[src/rtl/datapath_pkg.sv]
// Shared definitions for the register-file + ALU datapath.
//   DATA_W_DEF / ADDR_W_DEF : default data and register-address widths
//   alu_op_e                : named 3-bit ALU opcodes
package datapath_pkg;

    localparam int DATA_W_DEF = 8;
    localparam int ADDR_W_DEF = 3;

    typedef enum logic [2:0] {
        ALU_ADD = 3'b000,
        ALU_SUB = 3'b001,
        ALU_AND = 3'b010,
        ALU_OR  = 3'b011,
        ALU_XOR = 3'b100,
        ALU_NOT = 3'b101,
        ALU_SLL = 3'b110,
        ALU_SRL = 3'b111
    } alu_op_e;

endpackage : datapath_pkg

[src/rtl/dp_alu.sv]
// Purely combinational ALU with status flags.
//   a, b      : operands
//   alu_ctrl  : opcode (alu_op_e encoding)
//   result    : operation result
//   zero      : result is all zeros
//   carry     : ADD carry-out, SUB borrow, or the bit shifted out
//   overflow  : two's-complement overflow for ADD/SUB, 0 otherwise
module dp_alu
    import datapath_pkg::*;
#(
    parameter int DATA_W = DATA_W_DEF
) (
    input  logic [DATA_W-1:0] a,
    input  logic [DATA_W-1:0] b,
    input  logic [2:0]        alu_ctrl,
    output logic [DATA_W-1:0] result,
    output logic              zero,
    output logic              carry,
    output logic              overflow
);

    localparam int MSB = DATA_W - 1;

    // One extra bit captures carry-out of the add and borrow of the subtract.
    logic [DATA_W:0] sum_w;
    logic [DATA_W:0] diff_w;

    assign sum_w  = {1'b0, a} + {1'b0, b};
    assign diff_w = {1'b0, a} - {1'b0, b};

    always_comb begin
        // NOTE: every output gets a default first so no path leaves it unassigned (no latch).
        result   = '0;
        carry    = 1'b0;
        overflow = 1'b0;
        case (alu_op_e'(alu_ctrl))
            ALU_ADD: begin
                result   = sum_w[MSB:0];
                carry    = sum_w[DATA_W];
                overflow = (a[MSB] == b[MSB]) && (sum_w[MSB] != a[MSB]);
            end
            ALU_SUB: begin
                result   = diff_w[MSB:0];
                carry    = diff_w[DATA_W];
                overflow = (a[MSB] != b[MSB]) && (diff_w[MSB] != a[MSB]);
            end
            ALU_AND: result = a & b;
            ALU_OR:  result = a | b;
            ALU_XOR: result = a ^ b;
            ALU_NOT: result = ~a;
            ALU_SLL: begin
                result = {a[MSB-1:0], 1'b0};
                carry  = a[MSB];
            end
            ALU_SRL: begin
                result = {1'b0, a[MSB:1]};
                carry  = a[0];
            end
        endcase
    end

    assign zero = (result == '0);

endmodule : dp_alu

[src/rtl/datapath_top.sv]
// Register file (inline) feeding a combinational ALU.
//   clk, rst          : clock; asynchronous active-high reset clearing all registers
//   wen, waddr, wdata : synchronous register write port
//   raddr1, raddr2    : combinational read ports for operands A and B
//   alu_ctrl          : ALU opcode
//   alu_result, zero, carry, overflow : unregistered ALU outputs
module datapath_top
    import datapath_pkg::*;
#(
    parameter int DATA_W = DATA_W_DEF,
    parameter int ADDR_W = ADDR_W_DEF
) (
    input  logic              clk,
    input  logic              rst,
    input  logic              wen,
    input  logic [ADDR_W-1:0] waddr,
    input  logic [DATA_W-1:0] wdata,
    input  logic [ADDR_W-1:0] raddr1,
    input  logic [ADDR_W-1:0] raddr2,
    input  logic [2:0]        alu_ctrl,
    output logic [DATA_W-1:0] alu_result,
    output logic              zero,
    output logic              carry,
    output logic              overflow
);

    localparam int NUM_REGS = 2 ** ADDR_W;

    logic [DATA_W-1:0] regs_q [NUM_REGS];
    logic [DATA_W-1:0] regs_d [NUM_REGS];
    logic [DATA_W-1:0] op_a;
    logic [DATA_W-1:0] op_b;

    always_comb begin
        regs_d = regs_q;
        if (wen) begin
            regs_d[waddr] = wdata;
        end
    end

    // NOTE: the register file is small and its contents are architecturally visible
    // right after reset, so every entry is cleared rather than left uninitialised.
    always_ff @(posedge clk or posedge rst) begin
        if (rst) begin
            for (int i = 0; i < NUM_REGS; i++) begin
                // NOTE: non-blocking assignment for all sequential state.
                regs_q[i] <= '0;
            end
        end else begin
            regs_q <= regs_d;
        end
    end

    // Reads come straight from storage: a same-cycle write is visible only after the edge.
    assign op_a = regs_q[raddr1];
    assign op_b = regs_q[raddr2];

    dp_alu #(
        .DATA_W (DATA_W)
    ) u_alu (
        .a        (op_a),
        .b        (op_b),
        .alu_ctrl (alu_ctrl),
        .result   (alu_result),
        .zero     (zero),
        .carry    (carry),
        .overflow (overflow)
    );

endmodule : datapath_top

[config.mk]
export PLATFORM = sky130hd
export DESIGN_NAME = datapath_top
export DESIGN_NICKNAME = d
export VERILOG_FILES = /design/src/rtl/datapath_pkg.sv /design/src/rtl/dp_alu.sv /design/src/rtl/datapath_top.sv
export SDC_FILE = /design/constraint.sdc
export NUM_CORES = 1
export LEC_CHECK = 0
export ABC_AREA = 0
export CAP_MARGIN = 20
export CELL_PAD_IN_SITES_DETAIL_PLACEMENT = 1
export CELL_PAD_IN_SITES_GLOBAL_PLACEMENT = 2
export CORE_AREA = 2 2 134 97
export CTS_CLUSTER_SIZE = 8
export DETAILED_ROUTE_END_ITERATION = 7
export DIE_AREA = 0 0 136 99
export PLACE_DENSITY = 0.92
export RECOVER_POWER = 25
export SYNTH_ARGS = -nofsm -noshare
export SYNTH_HDL_FRONTEND = slang
export SYNTH_HIERARCHICAL = 1
export SYNTH_SLANG_ARGS = --single-unit
[constraint.sdc]
create_clock -name clk -period 6.4 [get_ports clk]
set_input_delay 0.96 -clock clk [delete_from_list [all_inputs] [get_ports clk]]
set_output_delay 0.96 -clock clk [all_outputs]
set_load 0.02 [all_outputs]
# After elaboration in Yosys (flattened, before gate mapping)
# Cells that the tools add are included.
dict set report totals {
  output_inout_bits 11
  wordCells 49
  ff_bits 64
}
dict set report classes {
  order_cmp 4
  eq_ne 11
  bitwise_logic 7
  addsub 2
  n_mux 12
  reduce_logical 5
}
# cell n
set ops {}
lappend ops {{bitwise mux 64 bit} 1}
lappend ops {{one-hot mux 8 bit (8 select lines)} 1}
lappend ops {{binary-select mux 8 bit (select 3 bit)} 2}
lappend ops {{2-to-1 mux 8 bit} 5}
lappend ops {{demux 8 bit (select 3 bit)} 1}
lappend ops {{equality test 3 bit (second input constant)} 4}
lappend ops {{>= comparator 4 bit (second input constant)} 3}
lappend ops {{inverter 3 -> 4 bit} 3}
lappend ops {{adder 8 x 8 -> 9 bit} 1}
lappend ops {{subtractor 8 x 8 -> 9 bit} 1}
lappend ops {{AND 8 bit} 1}
lappend ops {{zero test 8 bit} 1}
lappend ops {{inverter 8 bit} 1}
lappend ops {{bitwise OR 8 bit} 1}
lappend ops {{bitwise XOR 8 bit} 1}
lappend ops {{equality test 3 x 2 -> 1 bit (second input constant)} 2}
lappend ops {{less-than comparator 4 x 1 -> 1 bit (second input constant)} 1}
lappend ops {{one-hot mux 1 bit (4 select lines)} 1}
lappend ops {{equality test 3 x 1 -> 1 bit (second input constant)} 1}
lappend ops {{logical AND 1 bit} 3}
lappend ops {{zero test 3 bit} 1}
lappend ops {{inequality test 1 bit} 3}
lappend ops {{one-hot mux 1 bit (2 select lines)} 1}
lappend ops {{equality test 1 bit} 1}

# Depth between registers and ports, before layout
dict set report depth {
  word_depth 8
  ltp_mapped 15
  mapped_depth_nobuf 13
}

# Modules after synthesis
# The synthesis kept the hierarchy.
# module cells_each area_per_inst_um2 n_inst
set modules_own_cells {}
lappend modules_own_cells {datapath_top 202 3543.4 1}
lappend modules_own_cells {dp_alu 204 1430.1 1}

# Worst setup path before layout
# Ideal clock, no wire load.
dict set report synth_path {
  kind {input -> output}
  startpoint {input raddr1[2]}
  endpoint {output zero}
  slack_ps 1085
  arrival_ps 4355
  n_path_buf 1
  cell_stages 13
  cell_sequence {clkbuf_1 -> mux4_1 -> mux2_2 -> inv_1 -> ha_1 -> inv_1 -> fa_1 -> mux4_2 -> mux2_4 -> or2_0 -> a311oi_2 -> nand4b_1 -> nor3_2}
}
dict set report synth_between {
  elab_chain_len 7
  elab_cells_between_ends 12
  classes_between {2 x add/sub; 4 x mux; 5 x bitwise; 1 x reduce/logical}
}
# element line_no
set synth_lines {}
lappend synth_lines {{start, declared} datapath_top.sv:18} ;# input logic [ADDR_W-1:0] raddr1,
lappend synth_lines {{inverter 3 -> 4 bit (not written as such) *} datapath_top.sv:55} ;# assign op_a = regs_q[raddr1];
lappend synth_lines {{binary-select mux 8 bit (select 3 bit) *} datapath_top.sv:55}
lappend synth_lines {{2-to-1 mux 8 bit (not written as such) * (2 in a row)} datapath_top.sv:55}
lappend synth_lines {{net op_a[0]} datapath_top.sv:31} ;# logic [DATA_W-1:0] op_a;
lappend synth_lines {{subtractor 8 x 8 -> 9 bit / adder 8 x 8 -> 9 bit (equally long branches)} {dp_alu.sv:29, dp_alu.sv:28}}
lappend synth_lines {{one-hot mux 8 bit (8 select lines) *} dp_alu.sv:36} ;# case (alu_op_e'(alu_ctrl))
lappend synth_lines {{net alu_result[1]} datapath_top.sv:21} ;# output logic [DATA_W-1:0] alu_result,
lappend synth_lines {{zero test 8 bit *} dp_alu.sv:62} ;# assign zero = (result == '0);
lappend synth_lines {{end, declared} datapath_top.sv:22} ;# output logic zero,
# The timed path passes the listed nets; every way through them passes the cells marked *. The select of a mux whose other input is x is not followed.

# Final worst setup path
dict set report layout_path {
  startpoint {input raddr1[0]}
  endpoint {output alu_result[7]}
}
dict set report layout_between {
  elab_chain_len 6
  elab_cells_between_ends 11
  classes_between {2 x add/sub; 4 x mux; 5 x bitwise}
}
# element line_no
set layout_lines {}
lappend layout_lines {{inverter 3 -> 4 bit (not written as such) *} datapath_top.sv:55}
lappend layout_lines {{binary-select mux 8 bit (select 3 bit) *} datapath_top.sv:55}
lappend layout_lines {{2-to-1 mux 8 bit (not written as such) * (2 in a row)} datapath_top.sv:55}
lappend layout_lines {{net op_a[3]} datapath_top.sv:31}
lappend layout_lines {{subtractor 8 x 8 -> 9 bit / adder 8 x 8 -> 9 bit (equally long branches)} {dp_alu.sv:29, dp_alu.sv:28}}
lappend layout_lines {{one-hot mux 8 bit (8 select lines) *} dp_alu.sv:36}
lappend layout_lines {{end, declared} datapath_top.sv:21}
# Marked as above.

==> results.cfg <==
[run_status]
status = finished with violations
violations = capacitance limit, slew limit

[yosys]
synthArstFlopShare_pct = 100
synth_nets = 455
synth.most_common_cell = mux2_2
yosysWarnings = 6
synth_top_area_cell = dfrtp_1
synth_edf_count = 0
synthTopCellsByArea = dfrtp_1, mux2_2, mux4_1, ha_1, mux4_2
synthTopCellsByCount = mux2_2, dfrtp_1, mux4_1, ha_1, inv_1
ys.flop_type = dfrtp_1
syn-cell-area_um2 = 4970
ys_seq_area_share_pct = 32.2
ys_seq_elements = 64
synth_cell_type_count = 59
yosysTopAreaCellShare_pct = 32.2
syn_inst = 406
avgSynthCellArea_um2 = 12.3

[sta]
grt_setup_unrepaired = no
fin_crit_ps = 6140
relSlewSlack_pct = -133
fin_tns_setup_ps = 0
whs_ps = 514
tightest_slew_ps = 3490
hold_violations = 0
fin_worst_skew_ps = 0
setup-violations-final = 0
slew_violations = 65
max_clock_freq_mhz = 163
worst_slack_ps = 262
period_share_pct = 95.9

[worst_setup_path]
startpoint_type = primary input
startpoint = raddr1[0]
crit_type = in2out
max_stage_delay_ps = 640
arrival_ps = 5180
r2r_cells = 1
critPathSlowestCell = clkdlybuf4s50_1
critPathBufInv = 5
reg2reg_to = regs_q[33]
r2r_slack_ps = 5510
cp.required_ps = 5440
rr_startpoint = regs_q[33]
path_cells = clkdlybuf4s50_1 -> buf_4 -> buf_4 -> mux4_1 -> mux2_2 -> inv_1 -> ha_2 -> a21o_1 -> a21oi_1 -> a21oi_2 -> o21ai_0 -> a221oi_1 -> o21ai_1 -> clkdlybuf4s50_1
crit_path_end_kind = primary output
path_max_fanout = 10
path_delay_family = buffers and inverters

[layout]
diodes = 0
n_fill_cell = 1290
largest_reg_flops = 64
instances_no_fill = 603
drive_gt1_share_pct = 30.6
syn2layout_area_growth_pct = 17.0
fin_nets = 487
final_area_um2 = 5820
regMostFlops = regs_q
top_regs = regs_q: 64 flops
fin_util_pct = 47.8

[clock_tree]
holdBufCountCts = 0
cts_buffer_depth = 2
cts_sinks = 64
postCtsSetupBuffers = 0
htreeDepth = 3
clkLatencyLatePin_ps = 330
cts_tree = done
numCtsBuffers = 9
clk_pin_slew_ps = 50
cts-root-buf = clkbuf_16

[min_path]
min_path_type = reg2reg
hold_start = regs_q[54]
holdPathEnd = regs_q[54]
whs_path_depth = 1

[floorplanning]
start_util_pct = 40.9
fp.dieW_um = 136
die_h_um = 99
rows = 34
core_um2 = 12200
ios = 34
dieArea_um2 = 13500

[drt]
route.detailed.drc = 0
wire_per_inst_um = 23.7
via_per_inst = 5.97
dr_total_vias = 3600
drt-pass1-iter-count = 4
drt_iter0_drc = 225
drt-total-wl_um = 14300
ant_nets = 0

[global_routing]
grt_pass1_vias = 3793
grt_max_degree = 65
grt_remaining_overflow = 0
grt_pass1_wl_um = 22500
grt_usage_pct = 22.8
antenna_found_initial = 0

[power]
power.leakage_nw = 2.50
p_total_mw = 1.99
powerDensity_nw_per_um2 = 342
vdd.ir_drop.worst_v = 0.000184

[placed_design]
gp_congestion = 0.823
dp_cells = 589
dp_hpwl_um = 10000
dpl-instance-area_um2 = 5480
dp_slack_ps = 140
port-buffer-count = 33

[job]
maxCapViolations = 1
## routing by layer
metal | vias up | routed length (µm) | GRT usage [%]
met5 | - | 0 | 0
met4 | 0 | 85 | 3.29
met3 | 6 | 679 | 5.76
met2 | 69 | 6990 | 37.0
met1 | 1906 | 6530 | 31.6
li1 | 1619 | - | -
## report_power, final
| group | switching [mW] | internal [mW] | total [mW] |
|---|---|---|---|
| logic | 0.462 | 0.437 | 0.899 |
| clock network | 0.174 | 0.347 | 0.521 |
| registers | 0.0721 | 0.495 | 0.567 |
| total | 0.708 | 1.28 | 1.99 |
## cells by family (layout without fill, tap and decap cells)
kind of cell | after synthesis | count (layout) | synth area share [%]
mux | 121 | 121 | 37.5
simple gates | 75 | 75 | 8.78
flops | 64 | 64 | 32.2
compound gates | 59 | 59 | 8.05
buf+inv | 56 | 91 | 5.76
fa+ha+maj | 26 | 26 | 6.84
xor+xnor | 5 | 5 | 0.880
## placed cells by master (no fill, tap or decap), types with 6 or more instances in the layout
| cell | synthesis | final |
|---|---|---|
| nor2_1 | 16 | 16 |
| ha_1 | 24 | 23 |
| dfrtp_1 | 64 | 64 |
| nand2b_1 | 6 | 6 |
| a21oi_1 | 12 | 11 |
| inv_1 | 23 | 22 |
| nand2_1 | 13 | 13 |
| buf_4 | 1 | 18 |
| nand3_1 | 7 | 7 |
| clkdlybuf4s50_1 | 0 | 30 |
| mux4_1 | 29 | 29 |
| o21ai_0 | 11 | 10 |
| mux4_2 | 6 | 6 |
| clkbuf_16 | 0 | 9 |
| mux2_2 | 81 | 81 |
| nor2b_1 | 7 | 7 |
## worst max-delay path by stage
stage	slack [ps]	cells past startpoint	end
final	260	14	alu_result[7]
after global routing	80	14	alu_result[7]
after CTS	120	14	zero
after detailed placement	140	15	zero
after global placement	230	14	zero
after floorplan	1090	13	zero
## repair_timing
action | 4_1_cts | 5_1_grt
endpoints found under the setup margin | 0 | 3
hold endpoints to repair | 0 | 0
gates resized for setup | 0 | 9
## final cells by class
type / instances / area (µm²) / share of cell area, %
inverter: 25 / 93.8 / 1.61
multi-input combinational: 286 / 3130 / 53.9
clock inverter: 3 / 67.6 / 1.16
clock buffer: 11 / 243 / 4.17
timing repair buffer: 52 / 474 / 8.15
tap: 162 / 203 / 3.48
sequential: 64 / 1600 / 27.5
Note: power is estimated with default switching activity, not from simulation.
==> RTL edit: new RTL, config.mk and constraints unchanged <==
Set the package constant `DATA_W_DEF` to 10 (it was 8).
--- a/src/rtl/datapath_pkg.sv
+++ b/src/rtl/datapath_pkg.sv
@@ -3,7 +3,7 @@
 //   alu_op_e                : named 3-bit ALU opcodes
 package datapath_pkg;
 
-    localparam int DATA_W_DEF = 8;
+    localparam int DATA_W_DEF = 10;
     localparam int ADDR_W_DEF = 3;
 
     typedef enum logic [2:0] {
Interface: changed (resized alu_result and wdata); port bits go from 34 to 38. No check against the original RTL was run, so the function may have changed too.
==> RTL edit against the unedited design <==
- the flow still finishes with violations (capacitance limit, slew limit)
- final area is 22% higher
- area after synthesis is 23% higher
- worst setup slack worse by 0.11 ns
- total power is 27% higher
- worst hold slack better by 0.00079 ns
- sequential cell count is 16 higher
- count of clock-buffer cells in the layout is 2 higher
- routed wire length is 31% higher
- first-iteration DRC count is 68% higher
- sequential power is 25% higher
==> RTL edit: results (changes against the unedited design) <==
Status
  – Status: finished with violations
  – Violated checks: capacitance limit, slew limit

Drt
  – Total number of vias: 4663 (+30%)
  – DR WL/cell: 26.6 microns (+12%)
  – Via density: 6.61 (+11%)
  – Initial DRC count: 377 (+68%)

Global routing
  – Total Routing Usage GR: 0.295 (+0.0672)
  – First-pass GRT wire length: 29700 microns (+32%)
  – Vias in the first global route: 5063 (+33%)
  – Largest net degree at the start of global routing: 81 (+25%)

Power and ir drop
  – Leak: 3.02 nW (+21%)
  – Combinational power share: 0.496 (+0.044)
  – PwrDens: 355 nW/um^2 (+4.0%)
  – Peak VDD IR: 0.000144 V (-22%)
  – Sequential share of power: 0.281 (-0.005)
  – Power Internal: 0.00157 W (+23%)

Synthesis
  – Seq/Total Area, Yosys: 0.327 (+0.00458)
  – Post-Syn Area per Cell: 12.5 sq um (+2.3%)
  – Synth Area in Compound Gates: 0.107 (+0.0267)
  – Post-Synth Adder-Cell Area: 0.0678 (-0.000659)
  – Post-synthesis mux area share: 0.368 (-0.00722)
  – Commonest cells post-synth: mux2_2, dfrtp_1, inv_1
  – XOR/XNOR Fraction of Synth Area: 0.00429 (-0.00452)
  – Yosys cell types: 71 (+20%)

Critical path
  – Critical path's largest stage delay: 0.67 ns (+0.03 ns)
  – Worst path arrival time: 5.29 ns (+0.11 ns)
  – Crit path max fanout: 9 (-1)

STA
  – Fin. max-slew vios: 64 (-1.5%)
  – Slew @ Worst Pin: 3.38 ns (-0.109 ns)

Clock network
  – CTS root buffer: clkbuf_16

Place
  – Placed cell count: 688 (+17%)
  – DP Area: 6770 sq um (+24%)
  – Input/output buffers: 37 (+12%)
  – Post-DP HPWL: 13200 microns (+32%)

Finish
  – Top flop regs: regs_q x80
  – # nets final: 595 (+22%)
  – FILL cells: 1249 (-3.2%)
  – Share of cells above drive strength 1: 0.350 (+0.0438)

Flow run
  – Total of max-cap violations: 1 (unchanged)
[RTL edit: final cells by class]
class | instances | area share
multi-input cells | 345 | 0.539
clock inverters | 3 | 0.00914
repair buffers | 69 | 0.0896
flip-flops and latches | 80 | 0.281
clock buffers | 13 | 0.0351
inverters | 33 | 0.0178
well taps | 162 | 0.0285
[RTL edit: what timing repair did]
item                       4_1_cts  5_1_grt
pin swaps                        0        1
gates resized for setup          4        6
setup endpoints to repair        2        4
[RTL edit: worst paths after layout]
kind / slack [ns] / end / depth (start not counted) / start
max: 0.15 / alu_result[8] / 14 / raddr1[2]
min: 0.51 / regs_q[72] / 1 / regs_q[72]
min in group asynchronous: 1.37 / regs_q[77] / 3 / rst
min reg2reg: 0.51 / regs_q[72] / 1 / regs_q[72]
max reg2reg: 5.58 / regs_q[16] / 1 / regs_q[16]
max in group asynchronous: 1.30 / regs_q[45] / 4 / rst
[RTL edit: layer usage]
layer	wire, microns	GRT usage
met5	0	0
met4	219	0.0585
met3	1040	0.0571
met2	9180	0.495
met1	8290	0.403
